<file path="config.mk">
export PLATFORM = sky130hd
export DESIGN_NAME = pd_block_padder
export DESIGN_NICKNAME = d
export VERILOG_FILES = /design/src/rtl/pd_pkg.sv /design/src/rtl/pd_pad_word_gen.sv /design/src/rtl/pd_block_padder.sv
export SDC_FILE = /design/constraint.sdc
export NUM_CORES = 1
export LEC_CHECK = 0
export CAP_MARGIN = 10
export CELL_PAD_IN_SITES_DETAIL_PLACEMENT = 0
export CELL_PAD_IN_SITES_GLOBAL_PLACEMENT = 1
export CORE_MARGIN = 2
export CORE_UTILIZATION = 43
export CTS_BUF_LIST = sky130_fd_sc_hd__clkbuf_16
export DETAILED_ROUTE_END_ITERATION = 10
export GPL_TIMING_DRIVEN = 1
export PLACE_DENSITY = 0.94
export SKIP_LAST_GASP = 1
export SYNTH_ARGS = -nofsm -noshare
export SYNTH_HDL_FRONTEND = slang
export SYNTH_SLANG_ARGS = --single-unit
export TNS_END_PERCENT = 10
</file>
<file path="constraint.sdc">
create_clock -name clk -period 5.12 [get_ports clk]
set_input_delay 1.024 -clock clk [delete_from_list [all_inputs] [get_ports clk]]
set_output_delay 1.024 -clock clk [all_outputs]
set_load 0.01 [all_outputs]
</file>
<file path="src/rtl/pd_pkg.sv">
// pd_pkg: shared definitions for the packet-decoder SHA-256 block padder.
//   SHA_BLK_W / SHA_LEN_W : SHA-256 block width and length-field width.
//   pd_pad_state_t        : padder FSM states.
//   pd_num_blocks         : padded block count for a given message bit count.
//   pd_idx_w              : width of the block index output (minimum 1).
//   pd_byte_rev           : byte-reverse the low nbytes bytes of a word.
package pd_pkg;

  localparam int unsigned SHA_BLK_W = 512;
  localparam int unsigned SHA_LEN_W = 64;

  typedef enum logic [1:0] {
    FILL,
    PAD,
    EMIT
  } pd_pad_state_t;

  // Message bits plus the '1' pad bit plus the 64-bit length, rounded up.
  function automatic int unsigned pd_num_blocks(input int unsigned msg_bits);
    return (msg_bits + SHA_LEN_W + 1 + SHA_BLK_W - 1) / SHA_BLK_W;
  endfunction

  function automatic int unsigned pd_idx_w(input int unsigned msg_bits);
    int unsigned nb;
    nb = pd_num_blocks(msg_bits);
    return (nb > 1) ? $clog2(nb) : 1;
  endfunction

  function automatic logic [63:0] pd_byte_rev(input logic [63:0] w,
                                             input int unsigned nbytes);
    logic [63:0] r;
    r = '0;
    for (int unsigned i = 0; i < 8; i++) begin
      if (i < nbytes) begin
        r[8*i +: 8] = w[8*(nbytes-1-i) +: 8];
      end
    end
    return r;
  endfunction

endpackage

</file>
<file path="src/rtl/pd_pad_word_gen.sv">
// pd_pad_word_gen: combinational generator of SHA-256 padding words.
//   wcnt     : position in the padded word stream (0..TOTAL_WORDS-1).
//   pad_word : word to store at that position when it is not message data:
//              MSB-set word right after the message, the big-endian 64-bit
//              message bit length in the stream's last 64 bits, else zero.
module pd_pad_word_gen
  import pd_pkg::*;
#(
  parameter int unsigned WORD_W    = 32,
  parameter int unsigned MSG_WORDS = 20,
  parameter int unsigned CNT_W     = 5
) (
  input  logic [CNT_W-1:0]  wcnt,
  output logic [WORD_W-1:0] pad_word
);

  localparam int unsigned WPB         = SHA_BLK_W / WORD_W;
  localparam int unsigned MSG_BITS    = MSG_WORDS * WORD_W;
  localparam int unsigned TOTAL_WORDS = pd_num_blocks(MSG_BITS) * WPB;
  localparam int unsigned LEN_WORDS   = SHA_LEN_W / WORD_W;
  localparam int unsigned LEN_BASE    = TOTAL_WORDS - LEN_WORDS;
  localparam logic [SHA_LEN_W-1:0] MSG_LEN = SHA_LEN_W'(MSG_BITS);

  logic [SHA_LEN_W-1:0] len_shifted;

  always_comb begin
    pad_word    = '0;
    len_shifted = '0;
    if (wcnt == CNT_W'(MSG_WORDS)) begin
      pad_word[WORD_W-1] = 1'b1;
    end else begin
      // Length words: the first one carries the most significant part.
      for (int unsigned i = 0; i < LEN_WORDS; i++) begin
        if (wcnt == CNT_W'(LEN_BASE + i)) begin
          len_shifted = MSG_LEN >> ((LEN_WORDS - 1 - i) * WORD_W);
          pad_word    = len_shifted[WORD_W-1:0];
        end
      end
    end
  end

endmodule

</file>
<file path="src/rtl/pd_block_padder.sv">
// pd_block_padder: streaming SHA-256 message formatter.
// Accepts MSG_WORDS words of WORD_W bits, assembles 512-bit blocks and
// appends the SHA-256 padding ('1' bit, zero fill, 64-bit bit length).
//   clk, n_rst : clock (rising edge), asynchronous active-low reset.
//   clear      : synchronous abort back to the start of a message.
//   in_valid / in_data / in_ready : message word input handshake.
//   blk_valid / blk_data / blk_idx / blk_last / blk_ready : block output
//               handshake; word 0 of a block sits in blk_data[511 -: WORD_W].
//   busy       : message partially accepted or blocks still pending.
// Build option: define PD_BYTE_SWAP_EN to byte-reverse each accepted message
// word before storage (pad and length words are never swapped).
module pd_block_padder
  import pd_pkg::*;
#(
  parameter int unsigned WORD_W    = 32,
  parameter int unsigned MSG_WORDS = 20
) (
  input  logic                                  clk,
  input  logic                                  n_rst,
  input  logic                                  clear,
  input  logic                                  in_valid,
  input  logic [WORD_W-1:0]                     in_data,
  output logic                                  in_ready,
  output logic                                  blk_valid,
  output logic [SHA_BLK_W-1:0]                  blk_data,
  output logic [pd_idx_w(MSG_WORDS*WORD_W)-1:0] blk_idx,
  output logic                                  blk_last,
  input  logic                                  blk_ready,
  output logic                                  busy
);

  localparam int unsigned WPB         = SHA_BLK_W / WORD_W;
  localparam int unsigned SLOT_W      = $clog2(WPB);
  localparam int unsigned NUM_BLOCKS  = pd_num_blocks(MSG_WORDS * WORD_W);
  localparam int unsigned TOTAL_WORDS = NUM_BLOCKS * WPB;
  localparam int unsigned CNT_W       = $clog2(TOTAL_WORDS);
  localparam int unsigned IDX_W       = pd_idx_w(MSG_WORDS * WORD_W);

  pd_pad_state_t state_q, state_d;
  logic [CNT_W-1:0]     wcnt_q, wcnt_d;
  logic [SLOT_W-1:0]    slot;
  logic                 last_slot;
  logic                 msg_last;
  logic                 msg_left;
  logic                 stream_end;
  logic                 wr_en;
  logic [WORD_W-1:0]    wr_word;
  logic [WORD_W-1:0]    msg_word;
  logic [WORD_W-1:0]    pad_word;
  logic [SHA_BLK_W-1:0] data_d;

  pd_pad_word_gen #(
    .WORD_W    (WORD_W),
    .MSG_WORDS (MSG_WORDS),
    .CNT_W     (CNT_W)
  ) u_pad_gen (
    .wcnt     (wcnt_q),
    .pad_word (pad_word)
  );

`ifdef PD_BYTE_SWAP_EN
  logic [63:0] rev_word;
  always_comb begin
    rev_word = pd_byte_rev(64'(in_data), WORD_W / 8);
    msg_word = rev_word[WORD_W-1:0];
  end
`else
  assign msg_word = in_data;
`endif

  assign slot       = wcnt_q[SLOT_W-1:0];
  assign last_slot  = &slot;
  assign msg_last   = (wcnt_q == CNT_W'(MSG_WORDS - 1));
  assign msg_left   = (wcnt_q < CNT_W'(MSG_WORDS));
  assign stream_end = (wcnt_q == CNT_W'(TOTAL_WORDS - 1));

  always_comb begin
    state_d   = state_q;
    wcnt_d    = wcnt_q;
    wr_en     = 1'b0;
    wr_word   = msg_word;
    in_ready  = 1'b0;
    blk_valid = 1'b0;
    case (state_q)
      FILL: begin
        in_ready = 1'b1;
        wr_en    = in_valid;
      end
      PAD: begin
        wr_en   = 1'b1;
        wr_word = pad_word;
      end
      EMIT: begin
        blk_valid = 1'b1;
        // wcnt wraps to 0 after the final slot, so a finished message also
        // lands in FILL through the msg_left test.
        if (blk_ready) begin
          state_d = msg_left ? FILL : PAD;
        end
      end
      default: state_d = FILL;
    endcase

    if (wr_en) begin
      wcnt_d = stream_end ? '0 : wcnt_q + 1'b1;
      if (last_slot) begin
        state_d = EMIT;
      end else if ((state_q == FILL) && msg_last) begin
        state_d = PAD;
      end
    end

    if (clear) begin
      state_d = FILL;
      wcnt_d  = '0;
      wr_en   = 1'b0;
    end
  end

  always_comb begin
    data_d = blk_data;
    if (wr_en) begin
      for (int unsigned s = 0; s < WPB; s++) begin
        if (slot == SLOT_W'(s)) begin
          data_d[SHA_BLK_W-1-s*WORD_W -: WORD_W] = wr_word;
        end
      end
    end
  end

  always_ff @(posedge clk or negedge n_rst) begin
    if (!n_rst) begin
      state_q  <= FILL;
      wcnt_q   <= '0;
      blk_data <= '0;
      blk_idx  <= '0;
      blk_last <= 1'b0;
    end else begin
      state_q  <= state_d;
      wcnt_q   <= wcnt_d;
      blk_data <= data_d;
      if (wr_en && last_slot) begin
        blk_idx  <= IDX_W'(wcnt_q >> SLOT_W);
        blk_last <= stream_end;
      end
    end
  end

  assign busy = (wcnt_q != '0) || (state_q != FILL);

endmodule

</file>
==> results.md, run 1 <==
- Clock Sinks: 521
- CP max-delay cell: or2_1
- Rows: 79
- Final setup violation count: 0
- Vias in the first global route: 13695
- Final Max Tran Viols: 0
- Hold WC Path Type: input pin to asynchronous set/reset pin
- Worst-margin pin slew: 1.065 ns
- 1st-iter DRT viols: 679
- Critical Path AT: 3.86 ns
- Synth top area share: 0.6425
- Mapped Cells: 1246
- Die extent in x: 221.2 um
- R2R Path Start: state_q[0]
- Pint: 7.333 mW
- Cell taking the most area after synthesis: dfrtp_1
- Final Hold Fails: 0
- Gate power share: 0.138
- Synthesis-to-finish area growth: 37.57%
- First-pass GRT wire length: 89170 um
- F_max: 0.2940 GHz
- CP max FO: 32
- Aggregate routed wire length: 59710 um
- Sequential area share after synthesis: 0.6425
- Ratio of cells with drive above 1 in the final layout: 0.1839
- Die area: 48940 um^2
- R2R depth: 4
- Tot Pwr: 9.727 mW
- Mapped cell area: 20290 um^2
- Clock latency on the worst-skew pair: 0.59 ns
- Synth Warn #: 0
- Critical path buffer and inverter count: 2
- Core Footprint: 46560 um^2
- Setup CP Type: input pin to flip-flop
- Reg power frac: 0.471
- Post-CTS Setup Bufs: 0
- Net Sw Frac: 0.2461
- Largest net degree at the start of global routing: 102
- Post-DP Area: 26200 um^2
- CP Data Required Time: 5.57 ns
- Synth cell types: 39
- HPWL Detailed: 41040 um
- Period utilisation layout: 0.6644
- Synth Register Bits: 521
- DR DRC count: 0
- Routed vias: 12649
- Synth Area per Inst: 16.28 um^2
- Total gr overflow: 0
- Max VDD drop: 0.3100 mV
- Commonest non-fill, non-tap cell in the layout: clkdlybuf4s50_1
- Post-CTS Hold Fix Bufs: 0
- Setup TNS: 0 ns
- Worst-path clk slew: 0.06 ns
- Max-cap violations: 0
- Reg2reg end: blk_data[218]
- CTS Buf Count: 53
- Post-DR wirelength/cell: 24.79 um
- Port Buf Inserts: 553
- Initial Util: 0.4358
- Initial antenna violation count: 1
- Slew headroom: 0.2898
- GRT Total Usage: 0.2417
- Largest cells by area after synthesis: dfrtp_1, mux2_1, mux2_2, buf_2, nand4_4
- I/O pin total: 554
- Max stage delay on crit path: 0.77 ns
- Post_cts resized: 0
- RSZ-0062 raised after global routing: false
- Most frequent cells in the layout: clkdlybuf4s50_1, dfrtp_1, mux2_1
- Static leakage: 13.46 nW
- H-tree levels: 2
- ANT nets after route: 0
- Via density: 5.253
- GPL Wtd Cong: 0.7947
- Die height: 221.2 um
- Post-Syn Nets: 1288
- Crit path launch type: input pin
- CTS tree: built
- Max Root-Sink Buffers: 3
- Layout Nets: 1799
- Net switching power: 2.394 mW
- Status: completed
- Number of detailed-route iterations in the first pass: 4
- Delay-heaviest family, CP: simple AND/OR/NAND/NOR gates
- Period minus WS final: 3.402 ns
- Root Driver: clkbuf_16
- Clock Power Share: 0.391
- Critical path cell sequence: clkdlybuf4s50_1, or2_1, buf_4, nand4_4, mux2_1
- Pwr dens: 348.5 nW/um^2
- Worst Skew: 0.02361 ns
- R2r setup slk: 2.16 ns
- Final non-filler cell area: 27910 um^2
- CP endpoint kind: flip-flop
## cell usage after synthesis, drive strengths merged
master   number
dfrtp       521
mux2        515
buf         101
and2         30
clkbuf       16
nand4        16
nor2          6
ha            5
a21oi         4
inv           3
nand3         3
and2b         2
nand2         2
nand3b        2
nor2b         2
o21ai         2
o2bb2ai       2
a311oi        1
a31oi         1
and4b         1
mux2i         1
nand2b        1
nand4b        1
nor4          1
o21ba         1
o21bai        1
or2           1
or3           1
or3b          1
or4           1
or4b          1
## cells by family after synthesis
| logic type | synth area share |
|---|---|
| multiplexers | 0.2863 |
| flip-flops | 0.6425 |
| adder cells (fa/ha/maj) | 0.003083 |
| AND/OR/NAND/NOR | 0.03459 |
| AO/OA/AOI/OAI | 0.003947 |
| buffers and inverters | 0.02954 |
## power by group through the flow
| stage | logic, mW | clock network [mW] | registers [mW] |
|---|---|---|---|
| 2_1_floorplan | 0.324 | 0 | 4.77 |
| 3_5_place_dp | 1.36 | 0 | 4.65 |
| 5_1_grt | 1.43 | 4.03 | 4.61 |
| 6_report | 1.35 | 3.80 | 4.58 |
| 3_3_place_gp | 1.34 | 0 | 4.63 |
| 4_1_cts | 1.36 | 3.87 | 4.58 |
## worst max-delay path by stage
stage | slack (ns) | cells after the start | endpoint | from
finish | 1.72 | 5 | blk_data[218] | in_valid
global route | 1.56 | 5 | blk_data[285] | in_valid
detailed placement | 1.08 | 5 | blk_data[226] | in_valid
global placement | 1.17 | 5 | blk_data[245] | in_valid
floorplan | 2.68 | 6 | blk_data[353] | clear
CTS | 1.71 | 5 | blk_data[226] | in_valid
## stage by stage
| step | util | cells | hold slack (ns) | worst slack, ns |
|---|---|---|---|---|
| finish | 0.5996 | 2408 | 0.4650 | 1.718 |
| global route | 0.5995 | 2407 | 0.4995 | 1.564 |
| CTS | 0.5995 | 2407 | 0.4920 | 1.710 |
| detailed placement | 0.5628 | 2309 | 0.4799 | 1.083 |
| global placement | 0.5628 | 2309 | 0.4728 | 1.173 |
| floorplan | - | 1246 | 0.5344 | 2.684 |
## flip-flops by register name, summed over array words and instances (netlist names)
name / count
blk_data: 512
wcnt_q: 5
state_q: 2
blk_idx: 1
blk_last: 1
## layout make-up
type                       instances  area, um^2
multi-input combinational        605        6654
sequential                       521       13040
fill                            3510       18640
clock inverter                    43       332.8
inverter                           3       11.26
tap                              607       759.5
antenna                            1       2.502
clock buffer                      55        1376
timing repair buffer             573        5741
## routing by layer
layer  vias to the layer above  GRT usage  wire length, um
li1                       5372          -                -
met1                      6657     0.2948            23840
met2                       481     0.4019            28830
met3                       139    0.06573             4397
met4                         0     0.1091             2640
met5                         -          0                0
(Power assumes the default switching activity.)
==> run 2: changes to the inputs <==
- CORE_UTILIZATION: 43 -> 39
- PLACE_DENSITY: 0.94 -> 0.87
- clock period: 5.12 -> 3.5 ns (I/O delays scaled with it)
==> results.md, run 2 (same netlist as run 1, synthesis figures left out) <==
- Status: completed (unchanged)
- Met2 Track Usage GR: 0.3734 (was 0.4019)
- Clock Sinks: 521 (unchanged)
- Number of detailed-route iterations in the first pass: 4 (unchanged)
- Number of fill cells: 4129 (was 3510)
- GR Util met1: 0.2792 (was 0.2948)
- Biggest regs: blk_data (512), wcnt_q (5), state_q (2) (unchanged)
- Final Hold Fails: 0 (unchanged)
- Worst-margin pin slew: 0.8960 ns (was 1.065 ns)
- Period utilisation layout: 0.8826
- Final non-filler cell area: 28240 um^2 (was 27910 um^2)
- GPL Wtd Cong: 0.7989 (was 0.7947)
- Post-CTS Hold Fix Bufs: 0 (unchanged)
- Most frequent cells in the layout: clkdlybuf4s50_1, dfrtp_1, mux2_1 (unchanged)
- Clock latency on the worst-skew pair: 0.59 ns (about the same)
- RSZ-0062 raised after global routing: false (unchanged)
- Crit path launch type: flip-flop (was input pin)
- Post-CTS Setup Bufs: 0 (unchanged)
- Root Driver: clkbuf_16 (unchanged)
- Pwr dens: 495.4 nW/um^2 (was 348.5 nW/um^2)
- Largest net degree at the start of global routing: 82 (was 102)
- Max VDD drop: 0.3974 mV (was 0.3100 mV)
- Final setup violation count: 0 (unchanged)
- Static leakage: 13.61 nW (was 13.46 nW)
- First-pass GRT wire length: 89510 um (was 89170 um)
- I/O pin total: 554 (unchanged)
- Die extent in x: 232.1 um (was 221.2 um)
- Port Buf Inserts: 553 (unchanged)
- CP Data Required Time: 2.80 ns (was 5.57 ns)
- Finished Layout Cells: 2503 (was 2408)
- CTS Buf Count: 53 (unchanged)
- Pre-CTS setup slack: 0.5434 ns (was 1.083 ns)
- Ratio of cells with drive above 1 in the final layout: 0.1912 (was 0.1839)
- Post-DP Area: 26630 um^2 (was 26200 um^2)
- Vias in the first global route: 13620 (was 13695)
- Die height: 232.1 um (was 221.2 um)
- CP endpoint kind: output port (was flip-flop)
- F_max: 0.3237 GHz
- Via density: 5.028 (was 5.253)
- CP max FO: 7 (was 32)
- Setup CP Type: flip-flop to output port (was input pin to flip-flop)
- GRT Total Usage: 0.2242 (was 0.2417)
- ANT nets after route: 0 (unchanged)
- Initial antenna violation count: 4 (was 1)
- Final Max Tran Viols: 0 (unchanged)
- Commonest non-fill, non-tap cell in the layout: clkdlybuf4s50_1 (unchanged)
- Aggregate routed wire length: 60590 um (was 59710 um)
- Met3 GRT Util: 0.06287 (was 0.06573)
- Post_cts resized: 0 (unchanged)
- HPWL Detailed: 42060 um (was 41040 um)
- Die area: 53870 um^2 (was 48940 um^2)
- Total gr overflow: 0 (unchanged)
- Most Crowded Layer GR: met2 (unchanged)
- Critical Path AT: 2.39 ns (was 3.86 ns)
- Max Root-Sink Buffers: 3 (unchanged)
- Post-route setup slack: 0.4108 ns (was 1.718 ns)
- Max-cap violations: 0 (unchanged)
- Setup TNS: 0 ns (unchanged)
- Period minus WS final: 3.089 ns
- Post-DR wirelength/cell: 24.21 um (was 24.79 um)
- Biggest register: blk_data (unchanged)
- Inst Count DP: 2409 (was 2309)
- Hold WC Path Type: input pin to asynchronous set/reset pin (unchanged)
- Routed vias: 12586 (was 12649)
- Synthesis-to-finish area growth: 39.18% (was 37.57%)
- Rows: 83 (was 79)
- 1st-iter DRT viols: 482 (was 679)
- H-tree levels: 2 (unchanged)
- CTS tree: built (unchanged)
- Worst-path clk slew: 0.06 ns (about the same)
- Worst Skew: 0.01470 ns (was 0.02361 ns)
- Slew headroom: 0.4026 (was 0.2898)
- Initial Util: 0.3947 (was 0.4358)
- Layout Nets: 1826 (was 1799)
- Largest register FFs: 512 (unchanged)
- DR DRC count: 0 (unchanged)
- Core Footprint: 51410 um^2 (was 46560 um^2)
-- run 2: cell types whose count changed in the layout (fill, tap and decap cells not counted), moves of 2 or more --
cell / delta
clkinv_1: -3
inv_1: +6
diode_2: +2
clkbuf_16: -2
clkinv_2: -5
buf_12: +11
buf_4: +16
-- run 2: where the power goes --
part           switching, mW  internal (mW)  total (mW)  leakage [nW]
registers              0.241           6.46        6.70          7.08
logic                  0.913           1.08        1.99          5.70
clock network           2.28           3.02        5.30         0.826
-- run 2: critical path: stages, from the launching register on --
cell and delay, ns:
dfrtp_1 0.46, inv_1 0.13, ha_1 0.50, nand3b_1 0.17, clkdlybuf4s50_1 0.56
-- run 2: final timing paths --
kind	cells past startpoint	end	slack [ns]	start
min reg2reg	1	blk_data[180]	0.49	blk_data[180]
max	4	busy	0.41	wcnt_q[0]
min	1	blk_data[495]	0.12	n_rst
max reg2reg	8	blk_data[39]	1.01	wcnt_q[0]
min in group clk	1	blk_data[180]	0.49	blk_data[180]
max in group asynchronous	2	blk_data[129]	2.43	n_rst
-- run 2: area by class of cell --
cell class | count | area [um^2] | area share
Sequential cell | 521 | 13040 | 0.4617
Multi-Input combinational cell | 605 | 6654 | 0.2356
Timing Repair Buffer | 600 | 6081 | 0.2153
Clock buffer | 53 | 1326 | 0.04696
Tap cell | 680 | 850.8 | 0.03013
Clock inverter | 38 | 271.5 | 0.009615
Inverter | 3 | 11.26 | 0.0003988
Antenna cell | 3 | 7.507 | 0.0002658
-- run 2: stage by stage --
step / hold WS (ns) / total power [mW] / utilization
after floorplan: 0.4044 / 7.458 / -
after global placement: 0.4724 / 8.754 / 0.5181
after detailed placement: 0.4799 / 8.815 / 0.5181
after CTS: 0.1424 / 14.15 / 0.5492
after global routing: 0.1557 / 14.55 / 0.5492
final: 0.1235 / 13.99 / 0.5493
-- run 2: metal layers --
layer | wire [um] | vias up
met5 | 0 | -
met4 | 1920 | 0
met3 | 4636 | 113
met2 | 29640 | 446
met1 | 24400 | 6598
li1 | - | 5429
==> run 3: changes to the inputs <==
- GPL_ROUTABILITY_DRIVEN: unset -> 0
==> results of run 3 <==
No change in the layout: final DEF, timing and power equal those of run 2.
